===== src/rtl/tictactoe_pkg.sv =====
// Shared types and constants for the tic-tac-toe game engine.
//   cell_t    : 2-bit cell code as seen on board_cells
//   state_t   : game FSM states
//   W_*       : winner output encodings
//   WIN_LINES : the 8 winning lines as three cell indices each, in line-id order
//   mark_of   : cell code written for the player whose turn it is
package tictactoe_pkg;

    typedef enum logic [1:0] {
        EMPTY  = 2'b00,
        CELL_X = 2'b01,
        CELL_O = 2'b10
    } cell_t;

    typedef enum logic [2:0] {
        ST_TURN,
        ST_PLACE,
        ST_CHECK,
        ST_WIN_X,
        ST_WIN_O,
        ST_DRAW
    } state_t;

    localparam logic [1:0] W_NONE = 2'b00;
    localparam logic [1:0] W_X    = 2'b01;
    localparam logic [1:0] W_O    = 2'b10;
    localparam logic [1:0] W_DRAW = 2'b11;

    // Line ids 0-2 rows, 3-5 columns, 6 main diagonal, 7 anti-diagonal.
    localparam logic [3:0] WIN_LINES [8][3] = '{
        '{4'd0, 4'd1, 4'd2},
        '{4'd3, 4'd4, 4'd5},
        '{4'd6, 4'd7, 4'd8},
        '{4'd0, 4'd3, 4'd6},
        '{4'd1, 4'd4, 4'd7},
        '{4'd2, 4'd5, 4'd8},
        '{4'd0, 4'd4, 4'd8},
        '{4'd2, 4'd4, 4'd6}
    };

    // turn = 0 means X to move, 1 means O to move.
    function automatic cell_t mark_of(input logic turn);
        return turn ? CELL_O : CELL_X;
    endfunction

endpackage


===== src/rtl/win_line_detector.sv =====
// Combinational win detector.
//   board   in  9x2  cell i at board[i] (00 empty, 01 X, 10 O)
//   player  in  2    cell code to look for
//   found   out 1    some line is completely filled with player
//   line_id out 3    lowest-numbered completed line (0 when none)
module win_line_detector
    import tictactoe_pkg::*;
(
    input  logic [8:0][1:0] board,
    input  logic [1:0]      player,
    output logic            found,
    output logic [2:0]      line_id
);

    // Scan from the highest id down so the lowest completed line wins.
    always_comb begin
        found   = 1'b0;
        line_id = 3'd0;
        for (int l = 7; l >= 0; l--) begin
            if (board[WIN_LINES[l][0]] == player &&
                board[WIN_LINES[l][1]] == player &&
                board[WIN_LINES[l][2]] == player) begin
                found   = 1'b1;
                line_id = 3'(l);
            end
        end
    end

endmodule


===== src/rtl/tictactoe_game_fsm.sv =====
// Tic-tac-toe game-state engine: board, turn order, per-turn timeout with
// auto-move, win/draw detection.
//   Clk          in   1   system clock
//   rst          in   1   asynchronous active-high reset
//   position     in   4   selected square 0..8, 9..15 invalid
//   playX/playO  in   1   move request levels (asynchronous)
//   new_game     in   1   restart request level (asynchronous)
//   board_cells  out  18  cell i at [2i+1:2i]
//   turn         out  1   0 X to move, 1 O to move
//   winner       out  2   00 none, 01 X, 10 O, 11 draw
//   game_over    out  1   game finished
//   win_line     out  3   winning line id
//   seconds_left out  4   remaining seconds of the current turn
//   move_count   out  4   cells filled
//   illegal_move out  1   one-cycle pulse on a rejected request
module tictactoe_game_fsm
    import tictactoe_pkg::*;
#(
    parameter int CLK_HZ       = 25_000_000,
    parameter int TURN_SECONDS = 15
) (
    input  logic        Clk,
    input  logic        rst,
    input  logic [3:0]  position,
    input  logic        playX,
    input  logic        playO,
    input  logic        new_game,
    output logic [17:0] board_cells,
    output logic        turn,
    output logic [1:0]  winner,
    output logic        game_over,
    output logic [2:0]  win_line,
    output logic [3:0]  seconds_left,
    output logic [3:0]  move_count,
    output logic        illegal_move
);

    localparam int             PW       = (CLK_HZ > 1) ? $clog2(CLK_HZ) : 1;
    localparam logic [PW-1:0]  PRE_MAX  = PW'(CLK_HZ - 1);
    localparam logic [3:0]     SEC_INIT = 4'(TURN_SECONDS);

    state_t          state, state_next;
    logic [8:0][1:0] board;
    logic [3:0]      place_idx;
    logic [3:0]      auto_idx;
    logic [PW-1:0]   prescaler;

    // [0],[1] form the synchroniser, [2] holds the previous synced level.
    logic [2:0] x_sync, o_sync, ng_sync;
    logic       req_x, req_o, req_ng;

    logic       mine_req, other_req, cell_free;
    logic       accept, reject, tick, timeout;
    cell_t      cell_code;
    logic       line_found;
    logic [2:0] line_id;

    always_ff @(posedge Clk or posedge rst) begin
        if (rst) begin
            x_sync  <= '0;
            o_sync  <= '0;
            ng_sync <= '0;
        end else begin
            x_sync  <= {x_sync[1:0], playX};
            o_sync  <= {o_sync[1:0], playO};
            ng_sync <= {ng_sync[1:0], new_game};
        end
    end

    assign req_x  = x_sync[1]  & ~x_sync[2];
    assign req_o  = o_sync[1]  & ~o_sync[2];
    assign req_ng = ng_sync[1] & ~ng_sync[2];

    // A request from the player not on turn is only an error when the player
    // on turn did not also request in the same cycle.
    assign mine_req  = turn ? req_o : req_x;
    assign other_req = turn ? req_x : req_o;
    assign cell_free = (position <= 4'd8) && (board[position] == EMPTY);
    assign accept    = (state == ST_TURN) && mine_req && cell_free;
    assign reject    = (mine_req && !cell_free) || (!mine_req && other_req);
    assign tick      = (prescaler == PRE_MAX);
    // An accepted player move in the tick cycle discards the timeout.
    assign timeout   = (state == ST_TURN) && !accept && tick && (seconds_left == 4'd1);
    assign cell_code = mark_of(turn);

    always_comb begin
        auto_idx = 4'd0;
        for (int i = 8; i >= 0; i--) begin
            if (board[i] == EMPTY) auto_idx = 4'(i);
        end
    end

    win_line_detector u_detect (
        .board   (board),
        .player  (cell_code),
        .found   (line_found),
        .line_id (line_id)
    );

    always_ff @(posedge Clk or posedge rst) begin
        if (rst) state <= ST_TURN;
        else     state <= state_next;
    end

    always_comb begin
        state_next = state;
        case (state)
            ST_TURN:  if (accept || timeout) state_next = ST_PLACE;
            ST_PLACE: state_next = ST_CHECK;
            ST_CHECK: begin
                if (line_found)               state_next = turn ? ST_WIN_O : ST_WIN_X;
                else if (move_count == 4'd9)  state_next = ST_DRAW;
                else                          state_next = ST_TURN;
            end
            ST_WIN_X, ST_WIN_O, ST_DRAW: if (req_ng) state_next = ST_TURN;
            default:  state_next = ST_TURN;
        endcase
    end

    always_comb begin
        winner    = W_NONE;
        game_over = 1'b0;
        case (state)
            ST_WIN_X: begin winner = W_X;    game_over = 1'b1; end
            ST_WIN_O: begin winner = W_O;    game_over = 1'b1; end
            ST_DRAW:  begin winner = W_DRAW; game_over = 1'b1; end
            default:  ;
        endcase
    end

    always_ff @(posedge Clk or posedge rst) begin
        if (rst) begin
            board        <= '0;
            turn         <= 1'b0;
            win_line     <= 3'd0;
            seconds_left <= SEC_INIT;
            move_count   <= 4'd0;
            illegal_move <= 1'b0;
            prescaler    <= '0;
            place_idx    <= 4'd0;
        end else begin
            illegal_move <= 1'b0;
            case (state)
                ST_TURN: begin
                    if (accept) begin
                        place_idx <= position;
                    end else begin
                        illegal_move <= reject;
                        prescaler    <= tick ? '0 : prescaler + 1'b1;
                        if (tick) begin
                            seconds_left <= seconds_left - 1'b1;
                            if (seconds_left == 4'd1) place_idx <= auto_idx;
                        end
                    end
                end
                ST_PLACE: begin
                    board[place_idx] <= cell_code;
                    move_count       <= move_count + 1'b1;
                end
                ST_CHECK: begin
                    if (line_found) begin
                        win_line <= line_id;
                    end else if (move_count != 4'd9) begin
                        turn         <= ~turn;
                        seconds_left <= SEC_INIT;
                        prescaler    <= '0;
                    end
                end
                default: begin
                    // Game over: everything frozen until a restart request.
                    if (req_ng) begin
                        board        <= '0;
                        turn         <= 1'b0;
                        win_line     <= 3'd0;
                        move_count   <= 4'd0;
                        seconds_left <= SEC_INIT;
                        prescaler    <= '0;
                    end
                end
            endcase
        end
    end

    assign board_cells = board;

endmodule


===== config.mk =====
export PLATFORM = sky130hd
export DESIGN_NAME = tictactoe_game_fsm
export DESIGN_NICKNAME = d
export VERILOG_FILES = /design/src/rtl/tictactoe_pkg.sv /design/src/rtl/win_line_detector.sv /design/src/rtl/tictactoe_game_fsm.sv
export SDC_FILE = /design/constraint.sdc
export NUM_CORES = 1
export LEC_CHECK = 0
export CAP_MARGIN = 15
export CORE_AREA = 5 5 117 119
export DETAILED_ROUTE_END_ITERATION = 12
export DIE_AREA = 0 0 122 124
export GPL_TIMING_DRIVEN = 0
export MAX_ROUTING_LAYER = met4
export SETUP_SLACK_MARGIN = 0.05
export SLEW_MARGIN = 20
export SYNTH_ARGS = -nofsm -noshare
export SYNTH_HDL_FRONTEND = slang
export SYNTH_HIERARCHICAL = 1
export SYNTH_SLANG_ARGS = --single-unit
export TNS_END_PERCENT = 100

===== constraint.sdc =====
create_clock -name Clk -period 7.55 [get_ports Clk]
set_input_delay 1.1325 -clock Clk [delete_from_list [all_inputs] [get_ports Clk]]
set_output_delay 1.1325 -clock Clk [all_outputs]
set_load 0.01 [all_outputs]

### Yosys cells after proc, flatten, opt, wreduce, memory -nomap -nowiden

Index checks and enable logic that the tools add are counted.

| operators by class | value |
|---|---|
| add/sub/neg operators | 3 |
| magnitude comparators | 4 |
| equal/unequal tests | 25 |
| mux-type cells | 68 |
| bitwise logic cells | 10 |
| reduce and logical (&&, ||, !) cells | 56 |

Operator list:

| operator | count |
|---|---|
| 2-to-1 mux 25 bit | 5 |
| one-hot mux 25 bit (3 select lines) | 1 |
| 2-to-1 mux 4 bit | 18 |
| 2-to-1 mux 3 bit | 14 |
| one-hot mux 18 bit (2 select lines) | 1 |
| adder 25 x 1 -> 25 bit (second input constant) | 1 |
| equality test 25 bit (second input constant) | 1 |
| logical AND 1 bit | 25 |
| zero test 2 bit | 10 |
| bitwise mux 18 bit | 1 |
| equality test 2 bit | 9 |
| 2-to-1 mux 18 bit | 1 |
| 2-to-1 mux 1 bit | 16 |
| one-hot mux 3 bit (4 select lines) | 1 |
| one-hot mux 4 bit (3 select lines) | 1 |
| < comparator 4 x 5 -> 1 bit (second input constant) | 2 |
| inequality test 2 bit (second input constant) | 5 |
| binary-select mux 2 bit (select 4 bit) | 1 |
| demux 2 bit (select 4 bit) | 1 |
| one-hot mux 4 bit (2 select lines) | 1 |
| nonzero test 2 bit | 4 |
| NOT 1 bit | 7 |
| equality test 3 x 2 -> 1 bit (second input constant) | 2 |
| equality test 3 bit (second input constant) | 2 |
| 25 further kinds | 36 |

| storage, ports and cells | value |
|---|---|
| register bits after elaboration | 72 |

### Depth between registers and ports, before layout

| logic depth | value |
|---|---|
| depth in word-level cells | 14 |
| depth in mapped cells | 15 |

### Hierarchy

The synthesis kept the hierarchy.

By module, submodules not included:

| module | times used | cells each | area each (um2) |
|---|---|---|---|
| tictactoe_game_fsm | 1 | 413 | 3811.2 |
| win_line_detector | 1 | 69 | 499.2 |

### Least setup slack after synthesis

Ideal clock, no wire load.

| timing path | value |
|---|---|
| path type | input to register |
| start | input position[0] |
| end | register place_idx[0] |
| library setup time | 0.125 ns |
| arrival time | 2.778 ns |
| setup slack | 4.648 ns |
| stages on the path | 5 |
| path through | or2_2 or4bb_1 a21oi_1 a21o_2 mux2_2 |

| on the way | value |
|---|---|
| cells in the longest elaborated chain, start to end | 7 |

Ends and longest elaborated chain:

| item | RTL line | text |
|---|---|---|
| start, declared | tictactoe_game_fsm.sv:24 | `input logic [3:0] position,` |
| binary-select mux 2 bit (select 4 bit) | tictactoe_game_fsm.sv:78 | `assign cell_free = (position <= 4'd8) && (board[position] == EMPTY);` |
| 2-to-1 mux 2 bit (not written as such) | tictactoe_game_fsm.sv:78 |  |
| zero test 2 bit | tictactoe_game_fsm.sv:78 |  |
| logical AND 1 bit | tictactoe_game_fsm.sv:78 |  |
| logical AND 1 bit | tictactoe_game_fsm.sv:79 | `assign accept = (state == ST_TURN) && mine_req && cell_free;` |
| nonzero test 2 bit (no line) | n/a |  |
| AND reduction 3 bit (no line) | n/a |  |
| end signal, assigned | tictactoe_game_fsm.sv:146 | `place_idx <= position;` |
| end signal, assigned | tictactoe_game_fsm.sv:152 | `if (seconds_left == 4'd1) place_idx <= auto_idx;` |
| end, declared | tictactoe_game_fsm.sv:44 | `logic [3:0] place_idx;` |

Several ways; a longest one is shown, not always the timed one. The select of a mux whose other input is x is not followed.
A chain may end at the register's enable or synchronous reset.

### Worst setup path in the final report

| timing path | value |
|---|---|
| start | input position[1] |
| end | register prescaler[9] |

| on the way | value |
|---|---|
| cells in the longest elaborated chain, start to end | 7 |

Ends and longest elaborated chain:

| item | RTL line | text |
|---|---|---|
| binary-select mux 2 bit (select 4 bit) | tictactoe_game_fsm.sv:78 |  |
| 2-to-1 mux 2 bit (not written as such) | tictactoe_game_fsm.sv:78 |  |
| zero test 2 bit | tictactoe_game_fsm.sv:78 |  |
| logical AND 1 bit (*) | tictactoe_game_fsm.sv:78 |  |
| logical AND 1 bit (*) | tictactoe_game_fsm.sv:79 |  |
| inequality test 2 bit (no line) (*) | n/a |  |
| AND reduction 5 bit (no line) (*) | n/a |  |
| end signal, assigned | tictactoe_game_fsm.sv:149 | `prescaler <= tick ? '0 : prescaler + 1'b1;` |
| end, declared | tictactoe_game_fsm.sv:46 | `logic [PW-1:0] prescaler;` |

Every way passes the cells marked *; elsewhere a longest branch is shown, timed or not. The select of a mux whose other input is x is not followed.

==> reports/results.ini <==
[critical_path]
crit_fanout=10
timing.critical_path.cells=clkdlybuf4s50_1 > or2_2 > or4bb_1 > or2_1 > o211ai_2 > buf_4 > buf_6 > o21ai_0 > o41ai_1
startpoint_type=input port
crit_required_ns=7.76
critical_path_buf_inv_count=3
max_stage_delay_ns=0.58
crit_type=input port to flip-flop
cp_slowest_cell=or4bb_1
critPathCaptureType=flip-flop
crit_family=simple AND/OR/NAND/NOR gates
worst_ep_arrival_time_ns=3.57

[sta]
tightest_slew_ns=0.7655
hold_viol=0
clock-skew-final_ns=0.01241
rsz0062_at_grt=no
finalSetupViolCount=0
slew_headroom=0.4857
fin_crit_sh=0.4455
fin_setup_tns_ns=0
fmax_mhz=297.3
period_needed_ns=3.364
slew_violations=0

[route]
via_per_inst=5.481
routed_wl_mm=11.43
first_pass_iters=5
drtIter0Drc=222
num_vias=3908
ant_nets=0
drc=0
drt-wirelength-per-cell_um=16.03

[power_and_ir_drop]
p_leak_nw=2.191
p_sw_w=0.0007736
internal_power_w=0.001074
seqPwrFrac=0.299
swShare=0.4186
peakVddDrop_mv=0.1923
clockPowerShare=0.233
power_w=0.001848
powerDensity_nw_per_um2=349.4
power_frac_comb=0.468

[placement]
dp_hpwl_mm=8.241
gp_congestion=0.8693
portBuffers=42

[clock_network]
cts_sinks=72
cts_hold_buf=0
post_cts_buffers=0
ctsResizeCount=0
cts_buffers=9
cts-root-buf=clkbuf_16
cts_tree=built
clk_pin_slew_ns=0.06
clk_path_buf_depth=2
htree_levels=3
clock_latency_ns=0.33

[global_routing]
grt_start_max_net_pins=48
grt_pass1_vias=3758
track_usage=0.1590
grt_overflow=0
antenna_found_initial=0
grt_pass1_wl_mm=18.75

[finish]
n_fill_cell=1222
drive_gt1_frac=0.09797
antennaDiodeCount=0
nets=550
multi_input_area_sq_um=2296
seq_area_sq_um=1807
finish.utilization=0.4243
area_growth_pct=22.70

[die]
core-area_sq_um=12470
die_w_um=122
fp-row-count=41
ioPinCount=43
initial_utilization=0.3458
die_h_um=124
dieArea_sq_um=15130

[yosys]
ys_async_sr_fraction=1.000
synth.area.mux_share=0.03570
syn-cell-area_sq_um=4310
yosys_warnings=6
synth-seq-area-share=0.4192
synth_compound_area_frac=0.2052
synth_edf_count=0
netlist_instances=482
synth_top_family_by_area=simple AND/OR/NAND/NOR gates
syn_nets=496
synth_flop_cell=dfrtp_1
ys_seq_elements=72
synthXorXnorAreaFrac=0.02177
yosysUniqueCellTypes=68
syn_area_per_cell_sq_um=8.943
synthAdderAreaFrac=0.01451
synthSimpleGateAreaFrac=0.2540

[min_path]
hold_path_class=flip-flop to flip-flop

[status]
outcome=completed

[flow_run]
drv_cap=0

area by class of cell:
| type | count | area share |
|---|---|---|
| Inverter | 18 | 0.01325 |
| Clock buffer | 10 | 0.04519 |
| Sequential cell | 72 | 0.3416 |
| Buffer | 21 | 0.02768 |
| Clock inverter | 6 | 0.01278 |
| Timing Repair Buffer | 43 | 0.08469 |
| Multi-Input combinational cell | 371 | 0.4341 |
| Tap cell | 172 | 0.04069 |
registers in the layout (all words and copies together), names as in the netlist:
register / flops
x_sync: 3
move_count: 4
seconds_left: 4
board_cells: 18
illegal_move: 1
o_sync: 3
place_idx: 4
ng_sync: 3
turn: 1
prescaler: 25
state: 3
win_line: 3
worst reg2reg max path, cell delays in order, from the launching register on:
cell	delay (ns)
dfrtp_1	0.61
inv_1	0.12
buf_6	0.16
and3_1	0.16
o22ai_1	0.36
o211ai_2	0.15
a21oi_1	0.21
nand3b_1	0.22
o21ai_0	0.23
a21o_1	0.20
o211ai_2	0.18
buf_4	0.23
buf_6	0.14
o21ai_0	0.17
o41ai_1	0.09
routing by layer:
layer	vias up	wire length [um]	track usage
li1	1889	-	-
met1	1913	5325	0.2073
met2	100	5501	0.2573
met3	6	539	0.02816
met4	0	63	0.04272
met5	-	0	-
logic make-up (layout without fill, tap and decap cells):
| group | Yosys count | in the layout |
|---|---|---|
| flops | 72 | 72 |
| xor+xnor | 9 | 9 |
| buf+inv | 39 | 98 |
| mux | 15 | 15 |
| simple gates | 209 | 209 |
| fa+ha+maj | 5 | 5 |
| compound gates | 133 | 133 |
cells in the mapped netlist, types with 4 or more instances:
master	n	area, sq um
nand2b_1	9	56.30
nor4_1	5	31.28
nor3_1	23	115.1
o22ai_1	9	56.30
inv_1	18	67.56
o21ai_0	46	230.2
xor2_1	5	43.79
mux2i_1	12	120.1
nand4_1	8	50.05
and3_1	19	118.9
a21oi_1	13	65.06
dfrtp_1	68	1702
ha_1	5	62.56
clkbuf_1	5	18.77
nand2_1	42	157.7
a211oi_1	5	37.54
a31oi_1	10	62.56
buf_6	7	78.83
or3_1	7	43.79
nor2_1	39	146.4
and2_1	6	37.54
o31ai_1	19	142.6
nand3_1	25	125.1
dfstp_2	4	105.1
power groups by stage:
| stage | clock, W | combinational [W] | sequential [W] |
|---|---|---|---|
| 6_report | 0.000431 | 0.000865 | 0.000552 |
| 3_5_place_dp | 0 | 0.000860 | 0.000558 |
| 3_3_place_gp | 0 | 0.000841 | 0.000554 |
| 2_1_floorplan | 0 | 0.000569 | 0.000548 |
| 4_1_cts | 0.000439 | 0.000866 | 0.000551 |
| 5_1_grt | 0.000456 | 0.000955 | 0.000565 |
placed cells by master (no fill, tap or decap), types with 10 or more instances in the layout:
cell	synthesis	routed
dfrtp_1	68	68
o21ai_0	46	46
nand2_1	42	42
clkdlybuf4s50_1	0	42
nor2_1	39	39
nand3_1	25	25
nor3_1	23	23
and3_1	19	19
o31ai_1	19	19
inv_1	18	17
a21oi_1	13	13
mux2i_1	12	12
a31oi_1	10	10
path summary, 6_finish.rpt:
check | startpoint | endpoint | slack [ns] | depth (start not counted)
max | position[1] | prescaler[9] | 4.19 | 9
max in group asynchronous | rst | seconds_left[2] | 5.81 | 3
min in group asynchronous | rst | ng_sync[1] | 1.13 | 2
min reg2reg | ng_sync[0] | ng_sync[1] | 0.35 | 0
max reg2reg | turn | prescaler[6] | 4.19 | 14
min | ng_sync[0] | ng_sync[1] | 0.35 | 0
per-stage QoR:
| stage | instances | setup slack (ns) | instance area [sq um] | hold WS, ns |
|---|---|---|---|---|
| 6_report | 713 | 4.186 | 5289 | 0.3467 |
| 5_1_grt | 713 | 3.909 | 5289 | 0.3564 |
| 4_1_cts | 713 | 4.201 | 5283 | 0.3501 |
| 3_5_place_dp | 697 | 3.865 | 4976 | 0.3364 |
| 3_3_place_gp | 696 | 3.350 | 4946 | 0.3370 |
| 2_1_floorplan | 482 | 4.599 | 4310 | 0.3312 |
(Power assumes the default switching activity.)
